File: config.mk
export PLATFORM = sky130hd
export DESIGN_NAME = chess_layout_matrix_flat
export DESIGN_NICKNAME = d
export VERILOG_FILES = /design/src/rtl/chess_layout_matrix_if.sv /design/src/rtl/chess_layout_matrix.sv /design/src/flat_wrapper.sv
export SDC_FILE = /design/constraint.sdc
export NUM_CORES = 1
export LEC_CHECK = 0
export CORE_MARGIN = 2
export CORE_UTILIZATION = 40
export CTS_BUF_LIST = sky130_fd_sc_hd__clkbuf_4
export DETAILED_ROUTE_END_ITERATION = 10
export PLACE_DENSITY = 0.76
export SLEW_MARGIN = 10
export SYNTH_ARGS = -nofsm -noshare
export SYNTH_HDL_FRONTEND = slang
export SYNTH_SLANG_ARGS = --single-unit
File: constraint.sdc
create_clock -name clock -period 7.65 [get_ports clock]
set_clock_uncertainty 0.15 [all_clocks]
set_input_delay 0.765 -clock clock [delete_from_list [all_inputs] [get_ports clock]]
set_output_delay 0.765 -clock clock [all_outputs]
set_load 0.02 [all_outputs]
File: src/rtl/chess_layout_matrix_if.sv
// Pin bundle between the board controller and its user.
// Keys/lock are raw async pins; Layout is the 512-bit board image.
interface chess_layout_matrix_if;
  logic         LockSwitch;
  logic         KeyLeft;
  logic         KeyUp;
  logic         KeyDown;
  logic         KeyRight;
  logic [511:0] Layout;

  modport master (
    output LockSwitch, KeyLeft, KeyUp, KeyDown, KeyRight,
    input  Layout
  );

  modport slave (
    input  LockSwitch, KeyLeft, KeyUp, KeyDown, KeyRight,
    output Layout
  );
endinterface

File: src/rtl/chess_layout_matrix.sv
// 8x8 chessboard state + cursor, driven by debounced keys/lock switch.
// Ports: clock, resetApp_n (async low), bus (slave: pins in, Layout out).
module chess_layout_matrix #(
  parameter int DEBOUNCE_CYCLES = 500000,
  parameter int CURSOR_START    = 52
) (
  input  logic                  clock,
  input  logic                  resetApp_n,
  chess_layout_matrix_if.slave  bus
);

  localparam int CW = $clog2(DEBOUNCE_CYCLES + 1);
  localparam logic [CW-1:0] CNT_MAX = CW'(DEBOUNCE_CYCLES - 1);
  // bit 0 lock, 1 up, 2 down, 3 left, 4 right
  localparam logic [4:0] IN_RST = 5'b11110;

  typedef enum logic {S_IDLE, S_SEL} state_t;

  logic [4:0]    w_raw;
  logic [4:0]    r_s1;
  logic [4:0]    r_s2;
  logic [4:0]    r_deb;
  logic [4:0]    r_deb_q;
  logic [CW-1:0] r_cnt [5];

  logic [3:0]    w_press;
  logic          w_lock_rise;
  logic          w_lock_fall;

  state_t        r_state;
  state_t        w_state_nx;
  logic          w_take;
  logic          w_put;

  logic [2:0]    r_row;
  logic [2:0]    r_col;
  logic [5:0]    w_cur;
  logic [5:0]    r_src;
  logic [5:0]    r_last;
  logic          r_last_v;
  logic [3:0]    r_board [64];

  logic [1:0]    w_mark;
  logic [511:0]  w_layout;

  function automatic logic [3:0] init_sq(input int k);
    logic [2:0] back;
    int         row;
    int         col;
    row = k / 8;
    col = k % 8;
    case (col)
      0, 7:    back = 3'd3;
      1, 6:    back = 3'd5;
      2, 5:    back = 3'd4;
      3:       back = 3'd2;
      default: back = 3'd1;
    endcase
    case (row)
      0:       init_sq = {1'b0, back};
      1:       init_sq = 4'h6;
      6:       init_sq = 4'hE;
      7:       init_sq = {1'b1, back};
      default: init_sq = 4'h0;
    endcase
  endfunction

  assign w_raw = {bus.KeyRight, bus.KeyLeft, bus.KeyDown,
                  bus.KeyUp, bus.LockSwitch};

  always_ff @(posedge clock or negedge resetApp_n) begin
    if (!resetApp_n) begin
      r_s1    <= IN_RST;
      r_s2    <= IN_RST;
      r_deb   <= IN_RST;
      r_deb_q <= IN_RST;
      for (int i = 0; i < 5; i++) r_cnt[i] <= '0;
    end else begin
      r_s1    <= w_raw;
      r_s2    <= r_s1;
      r_deb_q <= r_deb;
      for (int i = 0; i < 5; i++) begin
        if (r_s2[i] == r_deb[i]) begin
          r_cnt[i] <= '0;
        end else if (r_cnt[i] == CNT_MAX) begin
          r_deb[i] <= r_s2[i];
          r_cnt[i] <= '0;
        end else begin
          r_cnt[i] <= r_cnt[i] + 1'b1;
        end
      end
    end
  end

  // keys are active-low: a press is a debounced 1->0 step
  assign w_press     = r_deb_q[4:1] & ~r_deb[4:1];
  assign w_lock_rise = r_deb[0] & ~r_deb_q[0];
  assign w_lock_fall = ~r_deb[0] & r_deb_q[0];

  assign w_cur = {r_row, r_col};

  always_ff @(posedge clock or negedge resetApp_n) begin
    if (!resetApp_n) r_state <= S_IDLE;
    else             r_state <= w_state_nx;
  end

  always_comb begin
    w_state_nx = r_state;
    case (r_state)
      S_IDLE:
        if (w_lock_rise && r_board[w_cur][2:0] != 3'd0)
          w_state_nx = S_SEL;
      default:
        if (w_lock_fall) w_state_nx = S_IDLE;
    endcase
  end

  always_comb begin
    w_take = 1'b0;
    w_put  = 1'b0;
    case (r_state)
      S_IDLE:
        w_take = w_lock_rise && (r_board[w_cur][2:0] != 3'd0);
      default:
        w_put = w_lock_fall && (w_cur != r_src);
    endcase
  end

  // lock actions above use w_cur before this block moves it
  always_ff @(posedge clock or negedge resetApp_n) begin
    if (!resetApp_n) begin
      r_row <= 3'(CURSOR_START / 8);
      r_col <= 3'(CURSOR_START % 8);
    end else begin
      priority case (1'b1)
        w_press[0]: if (r_row != 3'd0) r_row <= r_row - 1'b1;
        w_press[1]: if (r_row != 3'd7) r_row <= r_row + 1'b1;
        w_press[2]: if (r_col != 3'd0) r_col <= r_col - 1'b1;
        w_press[3]: if (r_col != 3'd7) r_col <= r_col + 1'b1;
        default: ;
      endcase
    end
  end

  always_ff @(posedge clock or negedge resetApp_n) begin
    if (!resetApp_n) begin
      r_src    <= '0;
      r_last   <= '0;
      r_last_v <= 1'b0;
      for (int k = 0; k < 64; k++) r_board[k] <= init_sq(k);
    end else begin
      if (w_take) begin
        r_src    <= w_cur;
        r_last_v <= 1'b0;
      end
      if (w_put) begin
        r_board[w_cur] <= r_board[r_src];
        r_board[r_src] <= 4'h0;
        r_last         <= w_cur;
        r_last_v       <= 1'b1;
      end
    end
  end

  always_comb begin
    w_layout = '0;
    w_mark   = 2'd0;
    for (int k = 0; k < 64; k++) begin
      if (r_state == S_SEL && 6'(k) == r_src)
        w_mark = 2'd2;
      else if (6'(k) == w_cur)
        w_mark = 2'd1;
      else if (r_last_v && 6'(k) == r_last)
        w_mark = 2'd3;
      else
        w_mark = 2'd0;
      w_layout[k*8 +: 8] = {2'b00, w_mark, r_board[k]};
    end
  end

  assign bus.Layout = w_layout;

endmodule

File: src/flat_wrapper.sv
// flat-port wrapper written by rule: the top's interface ports become plain ports
module chess_layout_matrix_flat 
#(
  parameter int DEBOUNCE_CYCLES = 500000,
  parameter int CURSOR_START    = 52
)
  (clock, resetApp_n, bus_LockSwitch, bus_KeyLeft, bus_KeyUp, bus_KeyDown, bus_KeyRight, bus_Layout);
  chess_layout_matrix_if bus_i ();
  input  logic clock;
  input  logic resetApp_n;
  input wire logic [$bits(bus_i.LockSwitch)-1:0] bus_LockSwitch;
  input wire logic [$bits(bus_i.KeyLeft)-1:0] bus_KeyLeft;
  input wire logic [$bits(bus_i.KeyUp)-1:0] bus_KeyUp;
  input wire logic [$bits(bus_i.KeyDown)-1:0] bus_KeyDown;
  input wire logic [$bits(bus_i.KeyRight)-1:0] bus_KeyRight;
  output wire logic [$bits(bus_i.Layout)-1:0] bus_Layout;
  assign bus_i.LockSwitch = bus_LockSwitch;
  assign bus_i.KeyLeft = bus_KeyLeft;
  assign bus_i.KeyUp = bus_KeyUp;
  assign bus_i.KeyDown = bus_KeyDown;
  assign bus_i.KeyRight = bus_KeyRight;
  assign bus_Layout = bus_i.Layout;
  chess_layout_matrix #(.DEBOUNCE_CYCLES(DEBOUNCE_CYCLES), .CURSOR_START(CURSOR_START)) u_core (.clock(clock), .resetApp_n(resetApp_n), .bus(bus_i));
endmodule
## Word-level counts from Yosys, hierarchy flattened

Index checks and enable logic that the tools add are counted.

- Bitwise operators: 17
- Equality and inequality tests: 204
- Magnitude comparators: 4
- Add/subtract/negate cells: 9
- Reductions and logical operators: 150
- Muxes and demuxes: 228

Operators by type and width:

| cell | count |
|---|---|
| 6-bit equality test (first input constant) | 96 |
| 2-bit 2-to-1 mux | 192 |
| 5-bit by 6-bit equality test with 1-bit output (first input constant) | 48 |
| 256-bit AND | 1 |
| 256-bit bitwise mux | 1 |
| 256-bit NOT | 1 |
| 19-bit 2-to-1 mux | 10 |
| 4-bit by 6-bit equality test with 1-bit output (first input constant) | 24 |
| 1-bit logical AND | 132 |
| 19-bit by 1-bit adder with 19-bit output (second input constant) | 5 |
| 19-bit equality test (second input constant) | 5 |
| 3-bit by 6-bit equality test with 1-bit output (first input constant) | 12 |
| 4-bit binary-select mux with 6-bit select | 2 |
| 4-bit demux with 6-bit select | 2 |
| 2-bit by 6-bit equality test with 1-bit output (first input constant) | 6 |
| 3-bit 2-to-1 mux | 10 |
| 1-bit by 6-bit equality test with 1-bit output (first input constant) | 3 |
| 6-bit logical NOT | 3 |
| 4-bit 2-to-1 mux | 4 |
| 7-bit greater-or-equal comparator (second input constant) | 2 |
| 7-bit by 1-bit less-than comparator with 1-bit output (second input constant) | 2 |
| 6-bit NOT with 7-bit output | 2 |
| 2-bit AND reduction | 5 |
| 2-bit nonzero test | 5 |
| other kinds (14) | 39 |

- Word-level logic and storage cells: 695
- Bits of input ports: 7
- Output and inout bits: 512
- Bits in registers: 391

## Longest topological paths before layout

- Depth after elaboration: 9
- Gate-level depth with buffers: 13
- Mapped depth without buffers: 8

## Least setup slack after synthesis

No wires, ideal clock.

- Path type: reg-to-output
- Start point: register u_core.r_src[3]
- End point: output bus_Layout[101]
- Cell stages (with the launch flop): 10
- Buffers on the path: 5
- Path slack: 4.169 ns
- Arrival: 2.566 ns
- Data required time: 6.735 ns
- Cell sequence: dfrtp_1 buf_2 buf_2 clkbuf_1 or3b_2 clkbuf_1 inv_1 nand2_1 clkbuf_1 o22ai_1

- Word-level cells in the longest chain between the ends: 3

RTL lines:

| what | line | source |
|---|---|---|
| start, declared | chess_layout_matrix.sv:38 | `logic [5:0] r_src;` |
| start signal, assigned | chess_layout_matrix.sv:153 | `r_src <= w_cur;` |
| 4-bit by 6-bit equality test with 1-bit output | chess_layout_matrix.sv:169 | `if (r_state == S_SEL && 6'(k) == r_src)` |
| 1-bit logical AND | chess_layout_matrix.sv:169 |  |
| 2-bit 2-to-1 mux | chess_layout_matrix.sv:169 |  |
| end, declared | flat_wrapper.sv:16 | `output wire logic [$bits(bus_i.Layout)-1:0] bus_Layout;` |

Every way passes these cells.

## Final worst setup path

- Start point: register u_core.r_col[0]
- End point: output bus_Layout[140]

- Word-level cells in the longest chain between the ends: 3

RTL lines:

| what | line | source |
|---|---|---|
| start, declared | chess_layout_matrix.sv:36 | `logic [2:0] r_col;` |
| start signal, assigned | chess_layout_matrix.sv:133 | `r_col <= 3'(CURSOR_START % 8);` |
| start signal, assigned | chess_layout_matrix.sv:138 | `w_press[2]: if (r_col != 3'd0) r_col <= r_col - 1'b1;` |
| start signal, assigned | chess_layout_matrix.sv:139 | `w_press[3]: if (r_col != 3'd7) r_col <= r_col + 1'b1;` |
| 5-bit by 6-bit equality test with 1-bit output | chess_layout_matrix.sv:171 | `else if (6'(k) == w_cur)` |
| 2-bit 2-to-1 mux | chess_layout_matrix.sv:171 |  |
| 2-bit 2-to-1 mux | chess_layout_matrix.sv:169 |  |

Every way passes these cells.

==> impl_metrics.env <==
export IMPL_fillers=5308
export IMPL_synth_edf_count=0
export IMPL_async_flop_share=1.00
export IMPL_place_area_um2=26800
export IMPL_post_route_drc_count=0
export IMPL_die_w_um=243
export IMPL_syn_area_um2=22800
export IMPL_clock_latency_ns=0.94
export IMPL_grt_max_degree=162
export IMPL_drive_gt1_frac=0.151
export IMPL_synth_cell_types=66
export IMPL_cts_resized=0
export IMPL_cts_buffer_depth=3
export IMPL_tightest_slew_ns=1.32
export IMPL_holdCritPathClass="in -> reg"
export IMPL_cts_sinks=391
export IMPL_setup_viol=0
export IMPL_hold_violations=0
export IMPL_critPathLaunchType="flip-flop"
export IMPL_synth_main_ff_cell="dfrtp_1"
export IMPL_grt_pass1_wl_mm=143
export IMPL_drv_cap=0
export IMPL_core_um2=56400
export IMPL_crit_path_max_fanout=42
export IMPL_leakagePower_uw=0.0108
export IMPL_gp_congestion=1.01
export IMPL_rrSetupSlack_ns=2.48
export IMPL_slew_headroom=0.116
export IMPL_multiInputGateArea_um2=11700
export IMPL_dieArea_um2=58900
export IMPL_final_nets=2894
export IMPL_die_y_um=243
export IMPL_wl_per_cell_um=26.3
export IMPL_critPathKind="reg -> out"
export IMPL_vias=22544
export IMPL_synth_cells=2509
export IMPL_ff_latch_area_um2=9910
export IMPL_fin_crit_sh=0.769
export IMPL_yosys_warnings=0
export IMPL_cts_setup_buffers=0
export IMPL_crit_required_ns=6.73
export IMPL_yosys_register_bits=391
export IMPL_row_count=87
export IMPL_avgViaCountPerCell=6.04
export IMPL_dp_hpwl_mm=70.9
export IMPL_maxSlewViolCount=0
export IMPL_antenna_found_initial=5
export IMPL_min_period_ns=5.88
export IMPL_grt_setup_unrepaired="no"
export IMPL_io_buffers=390
export IMPL_tritoncts_num_buffers=106
export IMPL_arrival_ns=4.97
export IMPL_syn2layout_area_growth_pct=23.7
export IMPL_initial_core_util=0.404
export IMPL_powerDensity_nw_per_um2=146
export IMPL_cts_tree="built"
export IMPL_ant_nets=0
export IMPL_hold_buffers=1
export IMPL_ys_seq_area_frac=0.435
export IMPL_grt_pass1_vias=21206
export IMPL_crit_path_end_kind="output port"
export IMPL_ir_drop_uv=116
export IMPL_routed_wl_mm=98.1
export IMPL_avgSynthCellArea_um2=9.08
export IMPL_fmax_mhz=170
export IMPL_cts_root_buffer="clkbuf_4"
export IMPL_design_area_um2=28200
export IMPL_grt_ovfl_total=0
export IMPL_ctsHtreeMaxLevel=3
export IMPL_fin_tns_setup_ns=0
export IMPL_drtPass1Iterations=7
export IMPL_status="complete, no violations"
export IMPL_groute_usage_overall=0.325
export IMPL_drt_iter0_markers=3102
export IMPL_io_pins=519
export IMPL_clkTransAtPathRegs_ns=0.07
## layer usage
metal | routed length [um] | vias up | track usage
met5 | 38 | - | 0
met4 | 7080 | 6 | 0.188
met3 | 14500 | 465 | 0.133
met2 | 43300 | 1893 | 0.499
met1 | 33200 | 10769 | 0.386
li1 | - | 9411 | -
## cell usage in the layout (no fill, tap or decap), types with 38 or more instances in the layout
cell	count
dfrtp_1	296
nor2_1	409
o22ai_1	66
dfstp_2	91
o21ai_1	38
xnor2_1	38
clkbuf_4	161
nand2_1	434
conb_1	128
mux4_2	98
nand3_1	44
clkdlybuf4s50_1	389
a21oi_1	82
xor2_1	57
o21ai_0	231
## where the power goes
group	switching (uW)	leakage (uW)	internal, uW
clock network	949	0.000825	965
logic	110	0.00486	13.3
registers	8.12	0.00511	2080
total	1070	0.0108	3060
## metrics by stage
step | power, uW | std cells | util | hold WS (ns) | setup WS [ns]
global placement | 2250 | 3525 | 0.474 | 0.197 | 2.70
detailed placement | 2250 | 3525 | 0.474 | 0.201 | 2.59
floorplan | 2250 | 2636 | - | 0.181 | 4.17
finish | 4130 | 3731 | 0.500 | 0.171 | 1.77
CTS | 4130 | 3723 | 0.499 | 0.135 | 2.04
global route | 4270 | 3728 | 0.499 | 0.132 | 1.72
## cell families after synthesis
kind of cell / after synthesis / synth area share
AND/OR/NAND/NOR: 1060 / 0.197
AO/OA/AOI/OAI: 526 / 0.142
flip-flops: 391 / 0.435
buffers and inverters: 308 / 0.0773
multiplexers: 121 / 0.108
XOR/XNOR: 95 / 0.0365
adder cells (fa/ha/maj): 7 / 0.00450
other: 1 / 0.000165
## cell type report
cell class	instances	share of cell area
antenna	6	0.000533
clock buffer	161	0.0429
clock inverter	36	0.00582
inverter	18	0.00240
multi-input combinational	1937	0.414
sequential	391	0.352
tap	756	0.0336
timing repair buffer	426	0.149
## registers in the layout, indices dropped and copies added (netlist names), 3 cells and up
register           count
u_core.r_deb_q         5
u_core.bus.Layout    256
u_core.r_s2            5
u_core.r_last          6
u_core.r_s1            5
u_core.r_row           3
u_core.r_cnt          95
u_core.r_deb           5
u_core.r_src           6
u_core.r_col           3
## cells in the mapped netlist, types with 5 or more instances
library cell	number	area (um^2)
dfrtp_1	300	7510
nand2_1	434	1630
o41ai_2	10	163
a21oi_1	82	410
dfstp_2	91	2390
o311ai_0	7	61.3
clkbuf_1	94	353
nor3_1	36	180
ha_1	5	62.6
xor2_1	57	499
mux2_1	5	56.3
buf_4	137	1030
inv_1	17	63.8
nand3b_1	9	67.6
a22oi_1	8	60.1
and3_1	16	100
o21ai_1	36	180
nand2b_1	11	68.8
mux2_2	14	158
o21ai_0	233	1170
a32o_1	25	250
nor2_1	411	1540
o2111ai_1	5	43.8
nor4_1	15	93.8
xnor2_1	38	333
and4_1	6	52.6
nor4b_1	9	78.8
mux4_2	98	2210
buf_2	45	225
or3_1	21	131
nor2b_1	9	56.3
o22ai_1	66	413
o41ai_1	30	263
buf_1	10	37.5
nand3_1	44	220
nand4_1	17	106
## critical path, stage by stage, from the launching register on
cell             delay (ns)
dfrtp_2                0.81
buf_4                  0.61
nand2_1                0.64
nor2_1                 1.07
a21oi_1                0.08
nor2_1                 0.14
clkdlybuf4s50_1        0.66
## final timing paths
check / from / to / cells past startpoint
setup / recovery: u_core.r_col[0] / bus_Layout[140] / 6
hold / removal: bus_KeyDown / u_core.r_s1[2] / 1
setup reg to reg: u_core.r_src[0] / u_core.bus.Layout[482] / 7
hold reg to reg: u_core.r_s1[3] / u_core.r_s2[3] / 0
max in group asynchronous: resetApp_n / u_core.r_cnt[26] / 3
min in group asynchronous: resetApp_n / u_core.bus.Layout[67] / 2
Note: power is estimated with default switching activity, not from simulation.
